## src/rtl/mem_stage_hs.sv

```systemverilog
// mem_stage_hs: memory-access pipeline stage with a req/ack data-memory port.
// Resolves branch-on-zero / branch-on-nonzero, stalls upstream while an access
// is outstanding and owns the MEM/WB register, including a load-data buffer
// used while write-back is held.
// Optional feature: define MEM_TIMEOUT_EN to add an access watchdog that
// abandons an access after TIMEOUT_CYCLES cycles without ack and pulses err_o.
//
// state  | meaning
// IDLE   | no access outstanding; non-memory ops pass straight to MEM/WB
// ACCESS | dm_req_o high, waiting for dm_ack_i
// HOLD   | access done but WB held; load data parked in the buffer
module mem_stage_hs #(
  parameter int DATA_WIDTH     = 16,
  parameter int ADDR_WIDTH     = 8,
  parameter int IMM_WIDTH      = 8,
  parameter int REG_WIDTH      = 4,
  parameter int ADDR_MODE      = 0,
  parameter int TIMEOUT_CYCLES = 16
) (
  input  logic                  clk,
  input  logic                  rst,
  input  logic                  valid_M_i,
  input  logic [ADDR_WIDTH-1:0] PCM_i,
  input  logic [DATA_WIDTH-1:0] alu_outM_i,
  input  logic [DATA_WIDTH-1:0] WriteDataM_i,
  input  logic [IMM_WIDTH-1:0]  immM_i,
  input  logic [REG_WIDTH-1:0]  WriteRegM_i,
  input  logic                  RegWriteM_i,
  input  logic                  BranchM_i,
  input  logic                  BranchNeM_i,
  input  logic                  MemReadM_i,
  input  logic                  MemWriteM_i,
  input  logic                  MovM_i,
  input  logic                  MemSrc_i,
  input  logic [DATA_WIDTH-1:0] ResultW_i,
  input  logic                  stall_MEM_WB_i,
  input  logic                  dm_ack_i,
  input  logic [DATA_WIDTH-1:0] dm_rdata_i,
  output logic                  dm_req_o,
  output logic                  dm_we_o,
  output logic [ADDR_WIDTH-1:0] dm_addr_o,
  output logic [DATA_WIDTH-1:0] dm_wdata_o,
  output logic                  stall_o,
  output logic                  PC_src_o,
  output logic [ADDR_WIDTH-1:0] branchAddr_o,
  output logic [DATA_WIDTH-1:0] WBResult_o,
  output logic [REG_WIDTH-1:0]  WriteReg_o,
  output logic                  RegWrite_o,
  output logic                  valid_W_o,
  output logic                  err_o
);

  typedef enum logic [1:0] {IDLE, ACCESS, HOLD} state_t;

  state_t state, state_nxt;

  logic signed [IMM_WIDTH-1:0] imm_s;
  logic [DATA_WIDTH-1:0] imm_sd;
  logic [ADDR_WIDTH-1:0] imm_sa;
  logic [DATA_WIDTH-1:0] opnd;
  logic [DATA_WIDTH-1:0] alu_res;
  logic [ADDR_WIDTH-1:0] addr_src;
  logic                  memop;
  logic                  is_read;
  logic                  opnd_zero;
  logic                  take;
  logic                  timeout;
  logic                  stall_raw;

  // request registers, held stable for the whole access
  logic                  req_we;
  logic                  req_rd;
  logic [ADDR_WIDTH-1:0] req_addr;
  logic [DATA_WIDTH-1:0] req_wdata;
  logic [REG_WIDTH-1:0]  req_wreg;
  logic                  req_regwrite;
  logic [DATA_WIDTH-1:0] buf_data;

  logic                  wb_load;
  logic [DATA_WIDTH-1:0] wb_result_nxt;
  logic [REG_WIDTH-1:0]  wb_reg_nxt;
  logic                  wb_rw_nxt;
  logic                  wb_valid_nxt;

  // a nonsensical watchdog limit is caught at elaboration
  if (TIMEOUT_CYCLES < 1) begin : g_bad_timeout
    $error("mem_stage_hs: TIMEOUT_CYCLES must be at least 1");
  end

  assign imm_s     = immM_i;
  assign imm_sd    = DATA_WIDTH'(imm_s);
  assign imm_sa    = ADDR_WIDTH'(imm_s);
  assign opnd      = MemSrc_i ? ResultW_i : WriteDataM_i;
  assign alu_res   = MovM_i ? imm_sd : alu_outM_i;
  assign addr_src  = (ADDR_MODE == 1) ? ADDR_WIDTH'(alu_outM_i) : ADDR_WIDTH'(immM_i);
  assign memop     = valid_M_i & (MemReadM_i | MemWriteM_i);
  // write wins when both read and write are set
  assign is_read   = MemReadM_i & ~MemWriteM_i;
  assign opnd_zero = (opnd == '0);
  assign take      = valid_M_i & BranchM_i & ~stall_MEM_WB_i &
                     (BranchNeM_i ? ~opnd_zero : opnd_zero);

  assign branchAddr_o = PCM_i + imm_sa;
  // combinational outputs read 0 while reset is asserted
  assign PC_src_o     = rst & (state == IDLE) & take;
  assign stall_o      = rst & stall_raw;
  assign dm_req_o     = (state == ACCESS);
  assign dm_we_o      = req_we;
  assign dm_addr_o    = req_addr;
  assign dm_wdata_o   = req_wdata;

`ifdef MEM_TIMEOUT_EN
  localparam int TO_W = (TIMEOUT_CYCLES > 1) ? $clog2(TIMEOUT_CYCLES) : 1;
  localparam logic [TO_W-1:0] TO_INIT = TO_W'(TIMEOUT_CYCLES - 1);

  logic [TO_W-1:0] to_cnt;
  logic            err_q;

  // watchdog only fires when WB can take the error bubble; ack has priority
  assign timeout = (state == ACCESS) & (to_cnt == '0) & ~dm_ack_i & ~stall_MEM_WB_i;
  assign err_o   = err_q;

  // down-counter reloaded outside ACCESS, so it restarts on every entry
  always_ff @(posedge clk) begin
    if (!rst) begin
      to_cnt <= '0;
      err_q  <= 1'b0;
    end else begin
      err_q <= timeout;
      if (state != ACCESS)
        to_cnt <= TO_INIT;
      else if (to_cnt != '0)
        to_cnt <= to_cnt - 1'b1;
    end
  end
`else
  assign timeout = 1'b0;
  assign err_o   = 1'b0;
`endif

  // next state, upstream stall and MEM/WB next value
  always_comb begin
    state_nxt     = state;
    stall_raw     = 1'b0;
    wb_load       = 1'b0;
    wb_result_nxt = '0;
    wb_reg_nxt    = '0;
    wb_rw_nxt     = 1'b0;
    wb_valid_nxt  = 1'b0;
    case (state)
      IDLE: begin
        if (memop) begin
          stall_raw = 1'b1;
          state_nxt = ACCESS;
          wb_load   = ~stall_MEM_WB_i;
        end else begin
          stall_raw = stall_MEM_WB_i;
          if (!stall_MEM_WB_i) begin
            wb_load       = 1'b1;
            wb_result_nxt = alu_res;
            wb_reg_nxt    = WriteRegM_i;
            wb_rw_nxt     = RegWriteM_i;
            wb_valid_nxt  = valid_M_i;
          end
        end
      end
      ACCESS: begin
        stall_raw = 1'b1;
        if (dm_ack_i) begin
          if (!stall_MEM_WB_i) begin
            stall_raw     = 1'b0;
            wb_load       = 1'b1;
            wb_result_nxt = req_rd ? dm_rdata_i : '0;
            wb_reg_nxt    = req_wreg;
            wb_rw_nxt     = req_regwrite;
            wb_valid_nxt  = 1'b1;
            state_nxt     = IDLE;
          end else begin
            state_nxt = HOLD;
          end
        end else if (timeout) begin
          stall_raw    = 1'b0;
          wb_load      = 1'b1;
          wb_reg_nxt   = req_wreg;
          wb_valid_nxt = 1'b1;
          state_nxt    = IDLE;
        end
      end
      HOLD: begin
        stall_raw = stall_MEM_WB_i;
        if (!stall_MEM_WB_i) begin
          wb_load       = 1'b1;
          wb_result_nxt = buf_data;
          wb_reg_nxt    = req_wreg;
          wb_rw_nxt     = req_regwrite;
          wb_valid_nxt  = 1'b1;
          state_nxt     = IDLE;
        end
      end
      default: state_nxt = IDLE;
    endcase
  end

  // state register
  always_ff @(posedge clk) begin
    if (!rst) state <= IDLE;
    else      state <= state_nxt;
  end

  // request registers latch on issue; load data buffered when WB is held at ack
  always_ff @(posedge clk) begin
    if (!rst) begin
      req_we       <= 1'b0;
      req_rd       <= 1'b0;
      req_addr     <= '0;
      req_wdata    <= '0;
      req_wreg     <= '0;
      req_regwrite <= 1'b0;
      buf_data     <= '0;
    end else begin
      if (state == IDLE && memop) begin
        req_we       <= MemWriteM_i;
        req_rd       <= is_read;
        req_addr     <= addr_src;
        req_wdata    <= opnd;
        req_wreg     <= WriteRegM_i;
        req_regwrite <= RegWriteM_i & is_read;
      end
      if (state == ACCESS && dm_ack_i && stall_MEM_WB_i)
        buf_data <= req_rd ? dm_rdata_i : '0;
    end
  end

  // MEM/WB register
  always_ff @(posedge clk) begin
    if (!rst) begin
      WBResult_o <= '0;
      WriteReg_o <= '0;
      RegWrite_o <= 1'b0;
      valid_W_o  <= 1'b0;
    end else if (wb_load) begin
      WBResult_o <= wb_result_nxt;
      WriteReg_o <= wb_reg_nxt;
      RegWrite_o <= wb_rw_nxt;
      valid_W_o  <= wb_valid_nxt;
    end
  end

endmodule

```

## config.mk

```make
export PLATFORM = sky130hd
export DESIGN_NAME = mem_stage_hs
export DESIGN_NICKNAME = d
export VERILOG_FILES = /design/src/rtl/mem_stage_hs.sv
export SDC_FILE = /design/constraint.sdc
export NUM_CORES = 1
export LEC_CHECK = 0
export ABC_CLOCK_PERIOD_IN_PS = 2000
export CAP_MARGIN = 20
export CORE_MARGIN = 2
export CORE_UTILIZATION = 40
export DETAILED_ROUTE_END_ITERATION = 8
export PLACE_DENSITY = 0.76
export SLEW_MARGIN = 0
export SYNTH_ARGS = -nofsm -noshare
export SYNTH_HDL_FRONTEND = slang
export SYNTH_SLANG_ARGS = --single-unit
```

## constraint.sdc

```tcl
create_clock -name clk -period 2 [get_ports clk]
set_input_delay 0.4 -clock clk [delete_from_list [all_inputs] [get_ports clk]]
set_output_delay 0.4 -clock clk [all_outputs]
set_load 0.005 [all_outputs]
```

# Yosys cells after proc, flatten, opt, wreduce, memory -nomap -nowiden

Cells that the tools add are included.

$add $sub $neg: 1
$mul: 0
Divide/modulo/power cells: 0
Order comparisons: 0
Equality and inequality tests: 5
Shift-type cells: 0
Muxes and demuxes: 36
Bitwise operators: 13
Reduce and logical (&&, ||, !) cells: 6

Operator list:

| operator             | count |
|---|---|
| $mux W16             | 8 |
| $pmux W16 S3         | 1 |
| $logic_not A16 Y1    | 1 |
| $mux W4              | 4 |
| $mux W1              | 13 |
| $pmux W1 S3          | 4 |
| $pmux W4 S3          | 1 |
| $and A1 B1 Y1        | 9 |
| $add A8 B8 Y8        | 1 |
| $mux W2              | 4 |
| $ne A2 B2 Y1 const B | 3 |
| $pmux W2 S3          | 1 |
| $logic_and A1 B1 Y1  | 3 |
| $not A1 Y1           | 3 |
| $reduce_and A3 Y1    | 1 |
| $eq A2 B1 Y1 const B | 1 |
| $eq A2 B2 Y1 const B | 1 |
| $logic_not A2 Y1     | 1 |
| $or A1 B1 Y1         | 1 |

Flip-flop bits (word level): 71
Bits in latches: 0
Bits in writable memories: 0
ROM bits: 0
Bits of input ports: 96
Output and inout bits: 59
Memories kept: 0

# Logic depth before layout (Yosys ltp)

Depth in word-level cells: 6
Gate-level depth with buffers: 7
Depth with buffers taken out: 7

# Worst setup path after synthesis

OpenSTA, ideal clock, no wires.

Path kind: input to output
From: input PCM_i[0]
To: output branchAddr_o[6]
Data arrival time: 1607 ps
Required time: 1600 ps
Slack: -7 ps
Stages on the path: 7
Buffers on the path: 0
Cells stage by stage: ha_1 -> inv_1 -> fa_1 -> nor2b_1 -> o21a_1 -> o21a_1 -> o311ai_0

Cells in the longest elaborated chain, start to end: 1

RTL lines:

| item               | RTL line | source |
|---|---|---|
| start: declaration | 23       | `input logic [ADDR_WIDTH-1:0] PCM_i,` |
| $add A8 B8 Y8      | 103      | `assign branchAddr_o = PCM_i + imm_sa;` |
| end: declaration   | 45       | `output logic [ADDR_WIDTH-1:0] branchAddr_o,` |

Every way passes these cells.

# Final worst setup path

From: input immM_i[0]
To: output branchAddr_o[4]

Cells in the longest elaborated chain, start to end: 1

RTL lines:

| item               | RTL line | source |
|---|---|---|
| start: declaration | 26       | `input logic [IMM_WIDTH-1:0] immM_i,` |
| $add A8 B8 Y8      | 103      |  |

Every way passes these cells.

==> summary.txt <==
Outcome
  – Status: complete, but fails checks
  – Failing checks: negative setup slack

Finish
  – Area growth from synthesis to layout: 62.6%
  – Fillcell total: 705
  – Share of cells above drive strength 1: 0.253
  – # diodes: 0
  – FF/Latch Area: 0.00142 sq mm
  – Area taken by multi-input logic gates: 0.00212 sq mm
  – Nets: 704

Setup path
  – CP Data Arrival Time: 1.77 ns
  – Critical-path top delay cell: fa_2
  – R2R Path Start: state[1]$_SDFFE_PN0P_
  – Setup Crit Path Kind: input port to output pin
  – Critical path depth: 11
  – Bufs and invs on worst path: 5
  – Crit path capture type: output pin
  – Startpoint types: input port
  – Delay of the slowest critical-path stage: 0.35 ns
  – Worst endpoint required time: 1.60 ns
  – Worst Setup SP: immM_i[0]
  – Crit-path cells: buf_8 > ha_4 > inv_2 > fa_2 > nor2b_2 > o21a_1 > buf_6 > buf_6 > nor3_2 > nor2_1 > buf_2
  – R2r endpoint: WriteReg_o[2]$_SDFFE_PN0P_
  – Most frequent CP cell: buf_6
  – Reg2reg setup slack: 0.35 ns
  – CP top delay family: adder cells
  – Reg2Reg Depth: 5
  – Max FO, Critical Path: 2

Placement
  – Port Buf Inserts: 153
  – DP HPWL: 8730 um
  – GPL Wtd Cong: 0.923

Drt
  – Vias: 3,938
  – DR pass1 iterations: 5
  – Post-Route WL: 12,400 um
  – Vias per cell: 5.53
  – ANT nets after route: 0
  – Routed WL per cell: 17.4 um
  – DRC viols: 0
  – Violation count after the first detailed-routing iteration: 206

CTS
  – CTS root buffer: clkbuf_8
  – Clk buf depth: 2
  – Clock-pin slew on the worst setup and hold paths: 0.08 ns
  – CTS Buf Count: 9
  – Clock latency on the worst-skew pair: 0.34 ns
  – CTS tree: yes
  – H-tree levels: 3
  – Total clock sinks: 71

Hold path
  – Hold Path Origin: WriteDataM_i[14]
  – Hold path cells: 3
  – Hold endpoint: dm_wdata_o[14]$_SDFFE_PN0P_
  – Min-delay worst type: input port to flip-flop

Timing
  – Worst Tran Pin Value: 0.740 ns
  – Hold_ws: 0.410 ns
  – Final setup viols: 4
  – RSZ-0062 raised after global routing: yes
  – Max Fclk: 460 MHz
  – Setup TNS: -0.533 ns
  – Endpoints failing hold: 0
  – Minimum clock period: 2.17 ns
  – Pins over their slew limit: 0
  – Period Utilization, post-route: 1.09
  – Worst Slack Setup Final: -0.175 ns
  – Fin Clk Skew: 0.0131 ns
  – Relative slew slack: 0.506

Synth
  – Synth Cell Area: 0.00352 sq mm
  – Post-synth top area share: 0.404
  – Synth area leader: dfxtp_1
  – Most frequent cell after synthesis: dfxtp_1
  – Seq/Total Area, Yosys: 0.404
  – Number of synthesized flops with an enable pin: 0
  – Post-synth cell types: 44
  – Post-synth top cells: dfxtp_1, nand2_1, a21oi_1
  – Synth Flop Type: dfxtp_1
  – Asr flop ratio synth: 0
  – Synth Net Count: 525
  – Syn avg cell area: 8.36 sq um
  – YS warnings: 0
  – Synth area leaders: dfxtp_1, nand2_1, a21oi_1
  – Yosys reg bits: 71
  – Syn Inst Count: 421

Die
  – I/O pin count: 155
  – Die width: 97.8 um
  – Row count: 34
  – Die Span Y: 97.8 um
  – CORE AREA: 0.00864 sq mm
  – Total die area: 0.00956 sq mm
  – Initial Util: 0.407

Global route
  – Global-route wire length before repair: 19,700 um
  – GR Util All Layers: 0.252
  – Largest net degree at the start of global routing: 70
  – Initial antenna violation count: 0
  – Overflow after GRT: 0
  – Vias in the first global route: 3,867

Power
  – PD cells: 659 mW/mm^2
  – Logic pwr share: 0.253
  – Leakage: 2.20 nW
  – Sequential share of power: 0.406
  – Worst VDD drop: 0.489 mV
  – Power share of the clock group: 0.340
  – Internal Power: 2.75 mW
  – Tot Pwr: 3.77 mW
  – Sw Ratio: 0.271
  – Sw power: 1.02 mW

Flow run
  – MaxCap Viol Count: 0
-- worst max-delay path by stage --
stage / to / slack (ns)
after detailed placement: branchAddr_o[6] / -0.99
after global routing: branchAddr_o[6] / -0.26
final: branchAddr_o[4] / -0.17
after global placement: branchAddr_o[6] / -0.93
after floorplan: branchAddr_o[6] / 0.07
after CTS: branchAddr_o[4] / -0.16
-- through the flow --
stage	area [sq um]	cells	utilization	worst slack, ns
final	5720	712	0.662	-0.175
after global routing	5720	712	0.662	-0.256
after CTS	5750	711	0.666	-0.159
after detailed placement	5370	689	0.622	-0.985
after global placement	5370	689	0.622	-0.927
after floorplan	3520	421	-	0.0664
-- layout make-up --
type	instances	area share
Multi-Input combinational cell	304	0.371
Clock buffer	10	0.0241
Clock inverter	5	0.0142
Inverter	8	0.00525
Tap cell	108	0.0236
Timing Repair Buffer	206	0.313
Sequential cell	71	0.249
-- what timing repair did --
action,in CTS,in global routing
endpoints found under the setup margin,11,6
buffers inserted,7,1
resized for setup,148,55
pin swaps,30,19
hold buffers,0,0
-- worst reg2reg max path: stages, from the launching register on --
cell,delay [ns]
dfxtp_1,0.35
buf_4,0.19
nor4bb_4,0.38
nor2_2,0.16
a222oi_1,0.37
nor2_1,0.07
-- layout by cell type, fill, tap and decap left out, types with 18 or more instances in the layout --
cell             synthesis  final
clkbuf_2                 0     23
clkdlybuf4s50_1          0     92
a21oi_1                 36     34
buf_4                    3     48
mux2i_1                 18     18
nor2_1                  27     27
nand3_1                 20     20
nand2_1                 69     69
dfxtp_1                 71     70
-- power by group through the flow --
stage | combinational (mW) | clock [mW] | sequential, mW
6_report | 0.955 | 1.28 | 1.53
5_1_grt | 1.03 | 1.35 | 1.54
4_1_cts | 0.929 | 1.30 | 1.53
2_1_floorplan | 0.353 | 0 | 1.56
3_3_place_gp | 0.891 | 0 | 1.56
3_5_place_dp | 0.911 | 0 | 1.56
-- logic make-up (layout without fill, tap and decap cells) --
logic type | count (synthesis) | in the layout | synth area share
AND/OR/NAND/NOR | 155 | 155 | 0.209
AO/OA/AOI/OAI | 110 | 110 | 0.206
flip-flops | 71 | 71 | 0.404
buffers and inverters | 46 | 229 | 0.0629
multiplexers | 25 | 25 | 0.0736
adder cells (fa/ha/maj) | 8 | 8 | 0.0306
XOR/XNOR | 5 | 5 | 0.0124
other | 1 | 1 | 0.00107
-- flip-flops by register name, summed over array words and instances (netlist names) --
register	flops
RegWrite_o	1
WBResult_o	16
WriteReg_o	4
buf_data	16
dm_addr_o	8
dm_wdata_o	16
dm_we_o	1
req_rd	1
req_regwrite	1
req_wreg	4
state	2
valid_W_o	1
-- per-layer routing --
layer | part of all wire | wire, um | track usage | vias to the layer above
met5 | 0 | 0 | 0 | -
met3 | 0.055 | 681 | 0.0494 | 34
li1 | - | - | - | 1873
met4 | 0.026 | 316 | 0.0748 | 0
met2 | 0.49 | 6080 | 0.429 | 169
met1 | 0.43 | 5280 | 0.326 | 1862
Power figures use the tool's default switching activity.
